## config.mk

```make
export PLATFORM = sky130hd
export DESIGN_NAME = bsg_manycore_ruche_x_link_repeater
export DESIGN_NICKNAME = d
export VERILOG_FILES = /design/src/rtl/bsg_manycore_ruche_x_link_repeater.sv
export SDC_FILE = /design/constraint.sdc
export NUM_CORES = 1
export LEC_CHECK = 0
export CORE_AREA = 2 2 186 206
export CTS_CLUSTER_DIAMETER = 80
export DETAILED_ROUTE_END_ITERATION = 7
export DIE_AREA = 0 0 188 208
export PLACE_DENSITY = 0.76
export SYNTH_ARGS = -nofsm -noshare
export SYNTH_HDL_FRONTEND = slang
export SYNTH_SLANG_ARGS = --single-unit
export TNS_END_PERCENT = 10
```

## constraint.sdc

```tcl
create_clock -name clk_i -period 5.6 [get_ports clk_i]
set_clock_uncertainty 0.1 [all_clocks]
set_input_delay 1.12 -clock clk_i [delete_from_list [all_inputs] [get_ports clk_i]]
set_output_delay 1.12 -clock clk_i [all_outputs]
set_load 0.01 [all_outputs]
```

## src/rtl/bsg_manycore_ruche_x_link_repeater.sv

```systemverilog
// Registered elastic repeater for the horizontal ruche link: four independent els_p-deep FIFOs.
// Optional per-channel packet/stall counters on stat_o when BSG_MANYCORE_RUCHE_REPEATER_STATS_EN is defined.

module bsg_manycore_ruche_x_link_repeater_fifo #(
    parameter int unsigned width_p = 8,
    parameter int unsigned els_p   = 2
) (
    input  logic               clk_i,
    input  logic               reset_n_i,
    input  logic               v_i,
    input  logic [width_p-1:0] data_i,
    output logic               ready_o,
    output logic               v_o,
    output logic [width_p-1:0] data_o,
    input  logic               ready_i
);
    localparam int unsigned ptr_w = $clog2(els_p);
    localparam int unsigned cnt_w = $clog2(els_p + 1);
    localparam logic [ptr_w-1:0] last_ptr = ptr_w'(els_p - 1);
    localparam logic [cnt_w-1:0] full_cnt = cnt_w'(els_p);

    logic [width_p-1:0] mem_q [els_p];
    logic [ptr_w-1:0]   rd_ptr_q, rd_ptr_d;
    logic [ptr_w-1:0]   wr_ptr_q, wr_ptr_d;
    logic [ptr_w-1:0]   prev_rd_ptr;
    logic [cnt_w-1:0]   cnt_q, cnt_d;
    logic               ready_en_q;
    logic               enq;
    logic               deq;

    // Ready comes only from registered state, never from the downstream ready.
    assign ready_o = ready_en_q & (cnt_q != full_cnt);
    assign v_o     = (cnt_q != '0);
    assign enq     = v_i & ready_o;
    assign deq     = v_o & ready_i;

    // When empty, keep presenting the most recently dequeued entry.
    assign prev_rd_ptr = (rd_ptr_q == '0) ? last_ptr : rd_ptr_q - ptr_w'(1);
    assign data_o      = v_o ? mem_q[rd_ptr_q] : mem_q[prev_rd_ptr];

    always_comb begin
        rd_ptr_d = rd_ptr_q;
        wr_ptr_d = wr_ptr_q;
        cnt_d    = cnt_q;
        if (enq) begin
            wr_ptr_d = (wr_ptr_q == last_ptr) ? '0 : wr_ptr_q + ptr_w'(1);
        end
        if (deq) begin
            rd_ptr_d = (rd_ptr_q == last_ptr) ? '0 : rd_ptr_q + ptr_w'(1);
        end
        if (enq & ~deq) begin
            cnt_d = cnt_q + cnt_w'(1);
        end else if (deq & ~enq) begin
            cnt_d = cnt_q - cnt_w'(1);
        end
    end

    always_ff @(posedge clk_i or negedge reset_n_i) begin
        if (!reset_n_i) begin
            rd_ptr_q   <= '0;
            wr_ptr_q   <= '0;
            cnt_q      <= '0;
            ready_en_q <= 1'b0;
        end else begin
            rd_ptr_q   <= rd_ptr_d;
            wr_ptr_q   <= wr_ptr_d;
            cnt_q      <= cnt_d;
            ready_en_q <= 1'b1;
        end
    end

    always_ff @(posedge clk_i) begin
        if (enq) begin
            mem_q[wr_ptr_q] <= data_i;
        end
    end
endmodule

module bsg_manycore_ruche_x_link_repeater #(
    parameter int unsigned addr_width_p   = 10,
    parameter int unsigned data_width_p   = 32,
    parameter int unsigned x_cord_width_p = 4,
    parameter int unsigned y_cord_width_p = 3,
    parameter int unsigned els_p          = 2,
    localparam int unsigned fwd_pkt_width_lp = addr_width_p + data_width_p + data_width_p / 8 + 5 + 2
                                             + 2 * (x_cord_width_p + y_cord_width_p),
    localparam int unsigned rev_pkt_width_lp = 2 + data_width_p + 5 + x_cord_width_p + y_cord_width_p,
    localparam int unsigned ruche_x_link_sif_width_lp = fwd_pkt_width_lp + rev_pkt_width_lp + 4
) (
    input  logic                                 clk_i,
    input  logic                                 reset_n_i,
    input  logic [ruche_x_link_sif_width_lp-1:0] a_link_i,
    output logic [ruche_x_link_sif_width_lp-1:0] a_link_o,
    input  logic [ruche_x_link_sif_width_lp-1:0] b_link_i,
    output logic [ruche_x_link_sif_width_lp-1:0] b_link_o
`ifdef BSG_MANYCORE_RUCHE_REPEATER_STATS_EN
  , output logic [3:0][1:0][31:0]                stat_o
`endif
);
    localparam int unsigned fw_lp = fwd_pkt_width_lp;
    localparam int unsigned rw_lp = rev_pkt_width_lp;

    // Link sif layout, MSB first: {fwd.v, fwd.data, fwd.ready_and_rev, rev.v, rev.data, rev.ready_and_rev}.
    localparam int unsigned rev_rdy_bit_lp  = 0;
    localparam int unsigned rev_data_lsb_lp = 1;
    localparam int unsigned rev_v_bit_lp    = rw_lp + 1;
    localparam int unsigned fwd_rdy_bit_lp  = rw_lp + 2;
    localparam int unsigned fwd_data_lsb_lp = rw_lp + 3;
    localparam int unsigned fwd_v_bit_lp    = rw_lp + 3 + fw_lp;

    logic             f_ab_v, f_ab_ready;
    logic             r_ab_v, r_ab_ready;
    logic             f_ba_v, f_ba_ready;
    logic             r_ba_v, r_ba_ready;
    logic [fw_lp-1:0] f_ab_data, f_ba_data;
    logic [rw_lp-1:0] r_ab_data, r_ba_data;

    bsg_manycore_ruche_x_link_repeater_fifo #(.width_p(fw_lp), .els_p(els_p)) u_f_ab (
        .clk_i    (clk_i),
        .reset_n_i(reset_n_i),
        .v_i      (a_link_i[fwd_v_bit_lp]),
        .data_i   (a_link_i[fwd_data_lsb_lp +: fw_lp]),
        .ready_o  (f_ab_ready),
        .v_o      (f_ab_v),
        .data_o   (f_ab_data),
        .ready_i  (b_link_i[fwd_rdy_bit_lp])
    );

    bsg_manycore_ruche_x_link_repeater_fifo #(.width_p(rw_lp), .els_p(els_p)) u_r_ab (
        .clk_i    (clk_i),
        .reset_n_i(reset_n_i),
        .v_i      (a_link_i[rev_v_bit_lp]),
        .data_i   (a_link_i[rev_data_lsb_lp +: rw_lp]),
        .ready_o  (r_ab_ready),
        .v_o      (r_ab_v),
        .data_o   (r_ab_data),
        .ready_i  (b_link_i[rev_rdy_bit_lp])
    );

    bsg_manycore_ruche_x_link_repeater_fifo #(.width_p(fw_lp), .els_p(els_p)) u_f_ba (
        .clk_i    (clk_i),
        .reset_n_i(reset_n_i),
        .v_i      (b_link_i[fwd_v_bit_lp]),
        .data_i   (b_link_i[fwd_data_lsb_lp +: fw_lp]),
        .ready_o  (f_ba_ready),
        .v_o      (f_ba_v),
        .data_o   (f_ba_data),
        .ready_i  (a_link_i[fwd_rdy_bit_lp])
    );

    bsg_manycore_ruche_x_link_repeater_fifo #(.width_p(rw_lp), .els_p(els_p)) u_r_ba (
        .clk_i    (clk_i),
        .reset_n_i(reset_n_i),
        .v_i      (b_link_i[rev_v_bit_lp]),
        .data_i   (b_link_i[rev_data_lsb_lp +: rw_lp]),
        .ready_o  (r_ba_ready),
        .v_o      (r_ba_v),
        .data_o   (r_ba_data),
        .ready_i  (a_link_i[rev_rdy_bit_lp])
    );

    assign a_link_o = {f_ba_v, f_ba_data, f_ab_ready, r_ba_v, r_ba_data, r_ab_ready};
    assign b_link_o = {f_ab_v, f_ab_data, f_ba_ready, r_ab_v, r_ab_data, r_ba_ready};

`ifdef BSG_MANYCORE_RUCHE_REPEATER_STATS_EN
    // Channel order: 0=f_ab, 1=r_ab, 2=f_ba, 3=r_ba.
    logic [3:0]  ch_v;
    logic [3:0]  ch_ready;
    logic [31:0] pkt_cnt_q   [4];
    logic [31:0] pkt_cnt_d   [4];
    logic [31:0] stall_cnt_q [4];
    logic [31:0] stall_cnt_d [4];

    assign ch_v     = {r_ba_v, f_ba_v, r_ab_v, f_ab_v};
    assign ch_ready = {a_link_i[rev_rdy_bit_lp], a_link_i[fwd_rdy_bit_lp],
                       b_link_i[rev_rdy_bit_lp], b_link_i[fwd_rdy_bit_lp]};

    // Saturating counters: packets dequeued and cycles stalled by the sink.
    always_comb begin
        for (int i = 0; i < 4; i++) begin
            pkt_cnt_d[i]   = pkt_cnt_q[i];
            stall_cnt_d[i] = stall_cnt_q[i];
            if (ch_v[i] & ch_ready[i] & (pkt_cnt_q[i] != 32'hFFFF_FFFF)) begin
                pkt_cnt_d[i] = pkt_cnt_q[i] + 32'd1;
            end
            if (ch_v[i] & ~ch_ready[i] & (stall_cnt_q[i] != 32'hFFFF_FFFF)) begin
                stall_cnt_d[i] = stall_cnt_q[i] + 32'd1;
            end
        end
    end

    always_ff @(posedge clk_i or negedge reset_n_i) begin
        if (!reset_n_i) begin
            for (int i = 0; i < 4; i++) begin
                pkt_cnt_q[i]   <= '0;
                stall_cnt_q[i] <= '0;
            end
        end else begin
            for (int i = 0; i < 4; i++) begin
                pkt_cnt_q[i]   <= pkt_cnt_d[i];
                stall_cnt_q[i] <= stall_cnt_d[i];
            end
        end
    end

    always_comb begin
        for (int i = 0; i < 4; i++) begin
            stat_o[i] = {pkt_cnt_q[i], stall_cnt_q[i]};
        end
    end
`endif
endmodule

```

### Word-level counts from Yosys, hierarchy flattened

Memories as Yosys holds them, arrays and structs flattened.
Index checks and enable logic that the tools add are counted.

| storage, ports and cells | value |
|---|---|
| flip-flop bits (word level) | 17 |
| bits in writable memories | 452 |
| input bits | 236 |
| output and inout port bits | 234 |
| memories kept | 4 |

Memory list:

| name | depth | bits a word | rd ports | clocked after memory_dff | write ports | line | text |
|---|---|---|---|---|---|---|---|
| u_f_ab.mem_q | 2 | 67 | 2 | 0 | 1 | 22 | `logic [width_p-1:0] mem_q [els_p];` |
| u_f_ba.mem_q | 2 | 67 | 2 | 0 | 1 | 22 |  |
| u_r_ab.mem_q | 2 | 46 | 2 | 0 | 1 | 22 |  |
| u_r_ba.mem_q | 2 | 46 | 2 | 0 | 1 | 22 |  |

| operators by class | value |
|---|---|
| $add $sub $neg | 20 |
| equality and inequality tests | 4 |
| mux-type cells | 32 |
| bitwise gates (word level) | 28 |
| reduce and logical (&&, ||, !) cells | 8 |

Operator list:

| kind | number |
|---|---|
| two-way mux 67 bit | 2 |
| two-way mux 46 bit | 2 |
| AND 1 bit | 20 |
| two-way mux 1 bit | 20 |
| two-way mux 2 bit | 8 |
| nonzero test 2 bit | 8 |
| adder 1 bit, second input constant | 8 |
| adder 2 x 1 -> 2 bit, second input constant | 4 |
| != test 2 bit, second input constant | 4 |
| inverter 1 bit | 8 |
| subtractor 2 x 1 -> 2 bit, second input constant | 4 |
| subtractor 1 bit, second input constant | 4 |

### Logic depth before layout (Yosys ltp)

Gate-level depths: netlist of the first run.

| logic depth | value |
|---|---|
| depth after elaboration | 7 |
| gate-level depth with buffers | 6 |
| depth with buffers taken out | 6 |

### By module

A second synthesis of the first run with hierarchy kept.

| unflattened totals | value |
|---|---|
| cells, all modules | 792 |
| area, all modules | 17631.9 µm² |

Modules (own cells, without submodules):

| module | times used | cells an instance | area an instance (µm²) | sequential area each (µm²) |
|---|---|---|---|---|
| bsg_manycore_ruche_x_link_repeater_fifo (u_f_ab ...) | 2 | 229 | 5200.0 | 4149.0 |
| bsg_manycore_ruche_x_link_repeater_fifo (u_r_ab ...) | 2 | 163 | 3585.9 | 2887.8 |
| bsg_manycore_ruche_x_link_repeater | 1 | 8 | 60.1 | 0.0 |

### Worst setup path before layout of the first run

Ideal clock, no wire load.

| timing | value |
|---|---|
| path kind | input port to flip-flop |
| from | in a_link_i[116] |
| to | mem u_f_ab.mem_q[0][0] in the netlist's numbering (enable) |
| setup time | 0.500 ns |
| arrival time | 4.318 ns |
| required time | 5.000 ns |
| path slack | 0.682 ns |
| stages on the path | 2 |
| cell sequence | and3_1 -> nor2b_1 |

| on the way | value |
|---|---|
| word-level cells in the longest chain between the ends | 3 |

Ends and longest elaborated chain:

| item | line | text |
|---|---|---|
| start, declared | 92 | `input logic [ruche_x_link_sif_width_lp-1:0] a_link_i,` |
| AND 1 bit | 34 | `assign enq = v_i & ready_o;` |
| two-way mux 1 bit | 73 | `if (enq) begin` |
| two-way mux 1 bit (implied by the code) | 74 | `mem_q[wr_ptr_q] <= data_i;` |
| end, declared | 22 |  |

No other way between the ends.

### Worst setup path after layout of the first run

| timing | value |
|---|---|
| from | reg u_f_ba.cnt_q[0] |
| to | out a_link_o[75] |

| on the way | value |
|---|---|
| word-level cells in the longest chain between the ends | 2 |

Ends and longest elaborated chain:

| item | line | text |
|---|---|---|
| start, declared | 26 | `logic [cnt_w-1:0] cnt_q, cnt_d;` |
| start signal, assigned | 67 | `cnt_q <= cnt_d;` |
| nonzero test 2 bit | 33 | `assign v_o = (cnt_q != '0);` |
| two-way mux 67 bit | 39 | `assign data_o = v_o ? mem_q[rd_ptr_q] : mem_q[prev_rd_ptr];` |
| end, declared | 93 | `output logic [ruche_x_link_sif_width_lp-1:0] a_link_o,` |

No other way between the ends.

==> results of run 1 <==
kinds of logic (layout without fill, tap and decap cells):
group	after synthesis	in the layout	synth area share, %
other cells	1	8	0.0214
mux	226	226	15.8
xor+xnor	24	24	1.50
flops	469	469	79.8
buf+inv	30	565	1.54
simple gates	32	32	1.08
fa+ha+maj	4	4	0.285
layout by cell type (no fill, tap or decap), types with 7 or more instances in the layout:
cell	n
mux2_4	60
clkinv_1	13
clkbuf_1	9
mux2_1	7
mux2_2	159
diode_2	7
buf_4	14
clkdlybuf4s50_1	469
edfxtp_1	452
xor2_1	12
clkbuf_16	49
dfrtp_1	17
clkinv_2	7
xnor2_1	8
worst register-to-register path: stages (launching register included):
cell and delay, ns:
dfrtp_1 0.40, nand2b_1 0.18, and3_1 0.30, nor2b_4 0.90
buf_4 0.45
layer usage:
| metal | share of wire (%) | global-route usage [%] | wire length (um) |
|---|---|---|---|
| met5 | 0.035 | 0 | 13 |
| met4 | 3.8 | 8.82 | 1440 |
| met3 | 6.9 | 5.23 | 2610 |
| met2 | 53 | 33.6 | 20000 |
| met1 | 36 | 21.0 | 13600 |
power groups by stage:
stage                     Sequential [uW]  Combinational (uW)  Clock [uW]
after floorplan                      4590                3450           0
after global placement               4600                6000           0
after detailed placement             4620                6040           0
after CTS                            4550                6080        2930
after global routing                 4590                6330        3070
final                                4550                5990        2860
worst paths after layout:
path	slack [ns]	cells after the start	end	from
max in group asynchronous	3.88	1	u_f_ab.rd_ptr_q	reset_n_i
setup / recovery	1.20	5	a_link_o[75]	u_f_ba.cnt_q[0]
hold reg to reg	0.40	1	u_f_ba.cnt_q[1]	u_f_ba.cnt_q[1]
setup reg to reg	2.94	4	u_f_ab.mem_q[0][25]	u_f_ab.cnt_q[0]
min in group asynchronous	0.97	1	u_r_ab.rd_ptr_q	reset_n_i
hold / removal	0.40	1	u_f_ba.cnt_q[1]	u_f_ba.cnt_q[1]
state kept, by name, indices dropped and copies added, names as in the netlist, 2 cells and up:
name and flops:
u_r_ab.cnt_q 2, u_f_ba.cnt_q 2, u_r_ba.cnt_q 2, u_r_ab.mem_q 92
u_r_ba.mem_q 92, u_f_ab.mem_q 134, u_f_ab.cnt_q 2, u_f_ba.mem_q 134
per-stage QoR:
stage / instance area [sq um] / hold WS, ns
global placement: 22800 / 0.378
global route: 24200 / 0.427
CTS: 24100 / 0.403
finish: 24200 / 0.397
floorplan: 17500 / 0.355
detailed placement: 22800 / 0.394
layout make-up:
class                           instances  area, sq um  area share [%]
Clock inverter                         24          139           0.575
Multi-Input combinational cell        287         3330            13.8
Sequential cell                       469        14000            57.9
Timing Repair Buffer                  483         4800            19.9
Tap cell                              494          618            2.56
Antenna cell                            7         17.5          0.0725
Clock buffer                           58         1260            5.21
==> summary.txt, run 1 <==
Critical path
  • Critical Path RT: 4.38 ns
  • Crit path launch type: flop
  • Crit-path max FO: 67
  • Slowest CP cell: buf_4
  • Critical path's top delay family: buffers and inverters
  • Critical Path Sink Type: primary output
  • Crit-path cells: or2_4 -> xor2_4 -> buf_4 -> mux2_2 -> clkdlybuf4s50_1
  • Max incr delay on CP: about 0.80 ns
  • Crit path arrival time: approximately 3.2 ns
  • Kind of critical path: reg -> out
  • Bufs and invs on worst path: 2

Cells and area
  • P&R area growth vs syn: 37.7%
  • Non-filler instance count after layout: approximately 1,800
  • Finished Core Util: 65.4%
  • Share of cells above drive strength 1: approximately a quarter
  • Number of fill cells: about 2,500
  • Nets@finish: 1,528

Power
  • Final Total Pwr: 13,400 uW
  • Clock share of power: 21.3%
  • Switch Pwr: about 3900 uW
  • Register share of total power: between 30% and 40%
  • Max IR drop VDD: ~0.00037 V
  • Leak: 0.00831 uW
  • Power per cell area: between 500 and 600 nW/um^2
  • Sw Ratio: a little under 30%
  • Internal: roughly 9500 uW
  • Logic pwr share: roughly 45%

Detailed routing
  • 1st-pass router iterations: 4
  • Vias per inst: around 5
  • Via count: about 8,900
  • Initial DRC count: ~470
  • Routed len/inst: 20.7 um
  • ANT nets after route: 0
  • Drt drc: 0
  • Drt total wl: 37.6 mm

Floorplan
  • Die span in y: 208 um
  • Initial Util: around 47%
  • Die Area: between 30,000 and 40,000 sq um
  • Die W: around 190 um
  • IO Pins: 470
  • Core ar.: about 37,000 sq um
  • Placement Rows: 74

Global routing
  • Congestion Overflow GR: 0
  • Initial antenna violation count: 8
  • First-pass GRT wire length: around 56 mm
  • Total GRT Usage: 18.9%
  • Number of global-route vias before repair: about 9,500
  • Largest net degree at the start of global routing: between 60 and 70

STA
  • Fin crit period: ~4.4 ns
  • Worst rel slew slack: roughly 24%
  • Final setup fails: 0
  • Setup ws final: roughly 1.2 ns
  • Slew @ Worst Pin: between 1 and 1.5 ns
  • Count of pins over their slew limit: 0
  • RSZ-0062 raised after global routing: false
  • Fmax: around 230 MHz
  • Final period util: slightly below 80%
  • Final hold vios: 0
  • Setup_tns: 0 ns

Logic synthesis
  • Synth Area per Inst: 22.3 sq um
  • Yosys warns: 0
  • Post-synthesis sequential area ratio: ~80%
  • Asr flop ratio synth: under 10%
  • Synthesized area: between 15,000 and 20,000 sq um
  • Top FF cell, synth: edfxtp_1
  • Mapped Cells: 786
  • Count leader, synth: edfxtp_1
  • Distinct cells, synth: 21
  • Synth top cells by count: edfxtp_1 (452), mux2_2 (159), mux2_4 (60), dfrtp_1 (17), buf_6 (16)
  • Synth Register Bits: about 470
  • Area leader, netlist: edfxtp_1
  • Syn Nets: between 1,000 and 1,500
  • EDFF count, synth: around 450
  • Post-synth top area share: roughly 77%
  • Main area contributors after synthesis: edfxtp_1 (77%), mux2_2 (10%), mux2_4 (5.1%), dfrtp_1 (2.4%), buf_6 (1.0%)

Clock tree
  • Hold buffers post-CTS: 0
  • CTS Buffer Depth: 3
  • Inserted Clock Buffers: 47
  • Post_cts resized: 0
  • Clock transition at the registers of the reported paths: roughly 0.060 ns
  • Worst-Skew Late Latency: between 0.5 and 0.6 ns
  • Total clock sinks: between 400 and 500
  • CTS tree: built
  • H-tree depth: 2
  • Post-CTS Setup Bufs: 0
  • Root Driver: clkbuf_16

Placed design
  • DP HPWL: roughly 26 mm
  • I/O Buffers: 469
  • GPL Wtd Cong: around 0.8
  • DP Cell Count: approximately 1,700
  • Worst slack, placed: around 1.7 ns

Status
  • Status: finished clean

Flow run
  • Max-cap violation count: 0

Min path
  • Hold Crit Class: reg -> reg
Power figures use the tool's default switching activity.
==> run 2, diff against run 1 <==
==> constraint.sdc (replaced) <==
create_clock -name clk_i -period 4.2 [get_ports clk_i]
set_clock_uncertainty 0.1 [all_clocks]
set_input_delay 0.84 -clock clk_i [delete_from_list [all_inputs] [get_ports clk_i]]
set_output_delay 0.84 -clock clk_i [all_outputs]
set_load 0.01 [all_outputs]
==> run 2 against run 1 <==
Compared with the run above:
- cell count unchanged
- sequential power rose by 33%
- power increased by 35%
==> summary.txt, run 2 (synthesized netlist as in run 1, its figures left out) <==
STA
  • Setup ws final: between 0.4 and 0.5 ns
  • Setup_tns: 0 ns
  • RSZ-0062 raised after global routing: false
  • Final setup fails: 0
  • Final hold vios: 0
  • Fmax: between 200 and 300 MHz
  • Min Hold Slack: between 0.3 and 0.4 ns
  • Worst rel slew slack: 44.7%
  • Count of pins over their slew limit: 0
  • Final period util: ~89%
  • Slew @ Worst Pin: around 0.83 ns
  • Fin crit period: 3.75 ns

Status
  • Status: finished clean

Floorplan
  • Die span in y: 208 um
  • Die Area: between 30,000 and 40,000 sq um
  • Initial Util: approximately 47%
  • Die W: about 190 um
  • Placement Rows: 74
  • Core ar.: ~37,000 sq um
  • IO Pins: between 400 and 500

Clock tree
  • Clock transition at the registers of the reported paths: about 0.060 ns
  • CTS tree: built
  • Total clock sinks: roughly 470
  • H-tree depth: 2
  • Root Driver: clkbuf_16
  • CTS Buffer Depth: 3
  • Post_cts resized: 0
  • Post-CTS Setup Bufs: 0
  • Worst-Skew Late Latency: between 0.5 and 0.6 ns
  • Inserted Clock Buffers: 47
  • Hold buffers post-CTS: 0

Placed design
  • Worst slack, placed: roughly 1 ns
  • I/O Buffers: about 470
  • DP HPWL: about 27 mm
  • DP Cell Count: between 1,500 and 2,000
  • GPL Wtd Cong: 0.793

Global routing
  • Number of global-route vias before repair: about 9,700
  • Largest net degree at the start of global routing: roughly 70
  • Total GRT Usage: about 19%
  • Initial antenna violation count: 2
  • First-pass GRT wire length: ~57 mm
  • Congestion Overflow GR: 0

Critical path
  • Reg-to-reg endpoint: u_r_ba.mem_q[0][16]
  • Crit-path max FO: between 40 and 50
  • Kind of critical path: reg -> out
  • Crit-path cells: or2_4 -> xor2_4 -> buf_4 -> mux2_2 -> clkdlybuf4s50_1
  • Worst R2R Path Depth: 4
  • Setup crit start: u_r_ab.cnt_q[0]
  • R2R Path Start: u_r_ba.cnt_q[0]
  • Max incr delay on CP: around 0.5 ns
  • Bufs and invs on worst path: 2
  • Critical Path RT: around 3.3 ns
  • Slowest CP cell: clkdlybuf4s50_1
  • Crit path launch type: flop
  • Critical Path Sink Type: primary output
  • R2R Setup Slk: roughly 1.9 ns
  • Critical path's top delay family: buffers and inverters
  • Crit path arrival time: approximately 2.8 ns

Cells and area
  • Share of cells above drive strength 1: roughly a quarter
  • P&R area growth vs syn: 38.7%
  • Finished Core Util: between 60% and 70%
  • Nets@finish: 1,534
  • Leading cell type in the layout, fill and taps excluded: clkdlybuf4s50_1
  • Most frequent cells in the layout: clkdlybuf4s50_1 (469), edfxtp_1 (452), mux2_2 (159)
  • Non-filler instance count after layout: around 1,800
  • Largest regs: u_f_ab.mem_q (134), u_f_ba.mem_q (134)

Detailed routing
  • Initial DRC count: 360
  • Routed len/inst: 21.1 um
  • Vias per inst: roughly 4.9
  • 1st-pass router iterations: 5
  • ANT nets after route: 0
  • Drt total wl: slightly below 40 mm
  • Drt drc: 0
  • Via count: between 8,000 and 9,000

Power
  • Power per cell area: 745 nW/um^2
  • Max IR drop VDD: around 0.00054 V
  • Leak: 0.00840 uW

Flow run
  • Max-cap violation count: 0

Min path
  • Hold Path Sink: u_f_ba.cnt_q[1]
  • Hold Crit Class: reg -> reg
  • Min-Delay Path Depth: 1
  • Hold_sp: u_f_ba.cnt_q[1]
-- run 2: cell types whose count changed in the layout (fill, tap and decap cells not counted), sizes merged --
cell and change:
clkinvlp -1, inv +2, clkbuf +5, buf +6, clkinv -8, bufinv +2, diode -6
-- run 2: area by class of cell --
type                       instances  area, sq um
sequential                       469        14000
clock buffer                      63         1300
antenna                            1         2.50
timing repair buffer             489         4910
clock inverter                    19          170
multi-input combinational        287         3330
tap                              494          618
fill                            2442        12600
-- run 2: worst max path at each step --
stage | slack, ns | depth (start not counted) | endpoint
after floorplan | -0.44 | 2 | u_f_ba.mem_q[0][0]
after global placement | 1.04 | 5 | b_link_o[70]
after detailed placement | 1.00 | 5 | b_link_o[8]
after CTS | 0.39 | 5 | b_link_o[44]
after global routing | 0.33 | 5 | b_link_o[20]
final | 0.45 | 5 | b_link_o[8]
-- run 2: where the power goes --
part | total [uW] | switching (uW) | internal, uW
Clock | 3990 | 1650 | 2350
Sequential | 6070 | 233 | 5840
Combinational | 8070 | 3390 | 4680
-- run 2: stage by stage --
step | power, uW | instance area [sq um]
final | 18100 | 24300
after global routing | 18900 | 24300
after CTS | 18400 | 24300
after detailed placement | 14300 | 22900
after global placement | 14200 | 22900
after floorplan | 10700 | 17500
-- run 2: per-layer routing --
| layer | GRT usage (%) | vias to the layer above | routed length [um] |
|---|---|---|---|
| li1 | - | 4107 | - |
| met4 | 7.87 | 0 | 1500 |
| met1 | 21.5 | 4396 | 13900 |
| met2 | 33.9 | 391 | 19800 |
| met3 | 6.26 | 86 | 3270 |
| met5 | 0 | - | 0 |
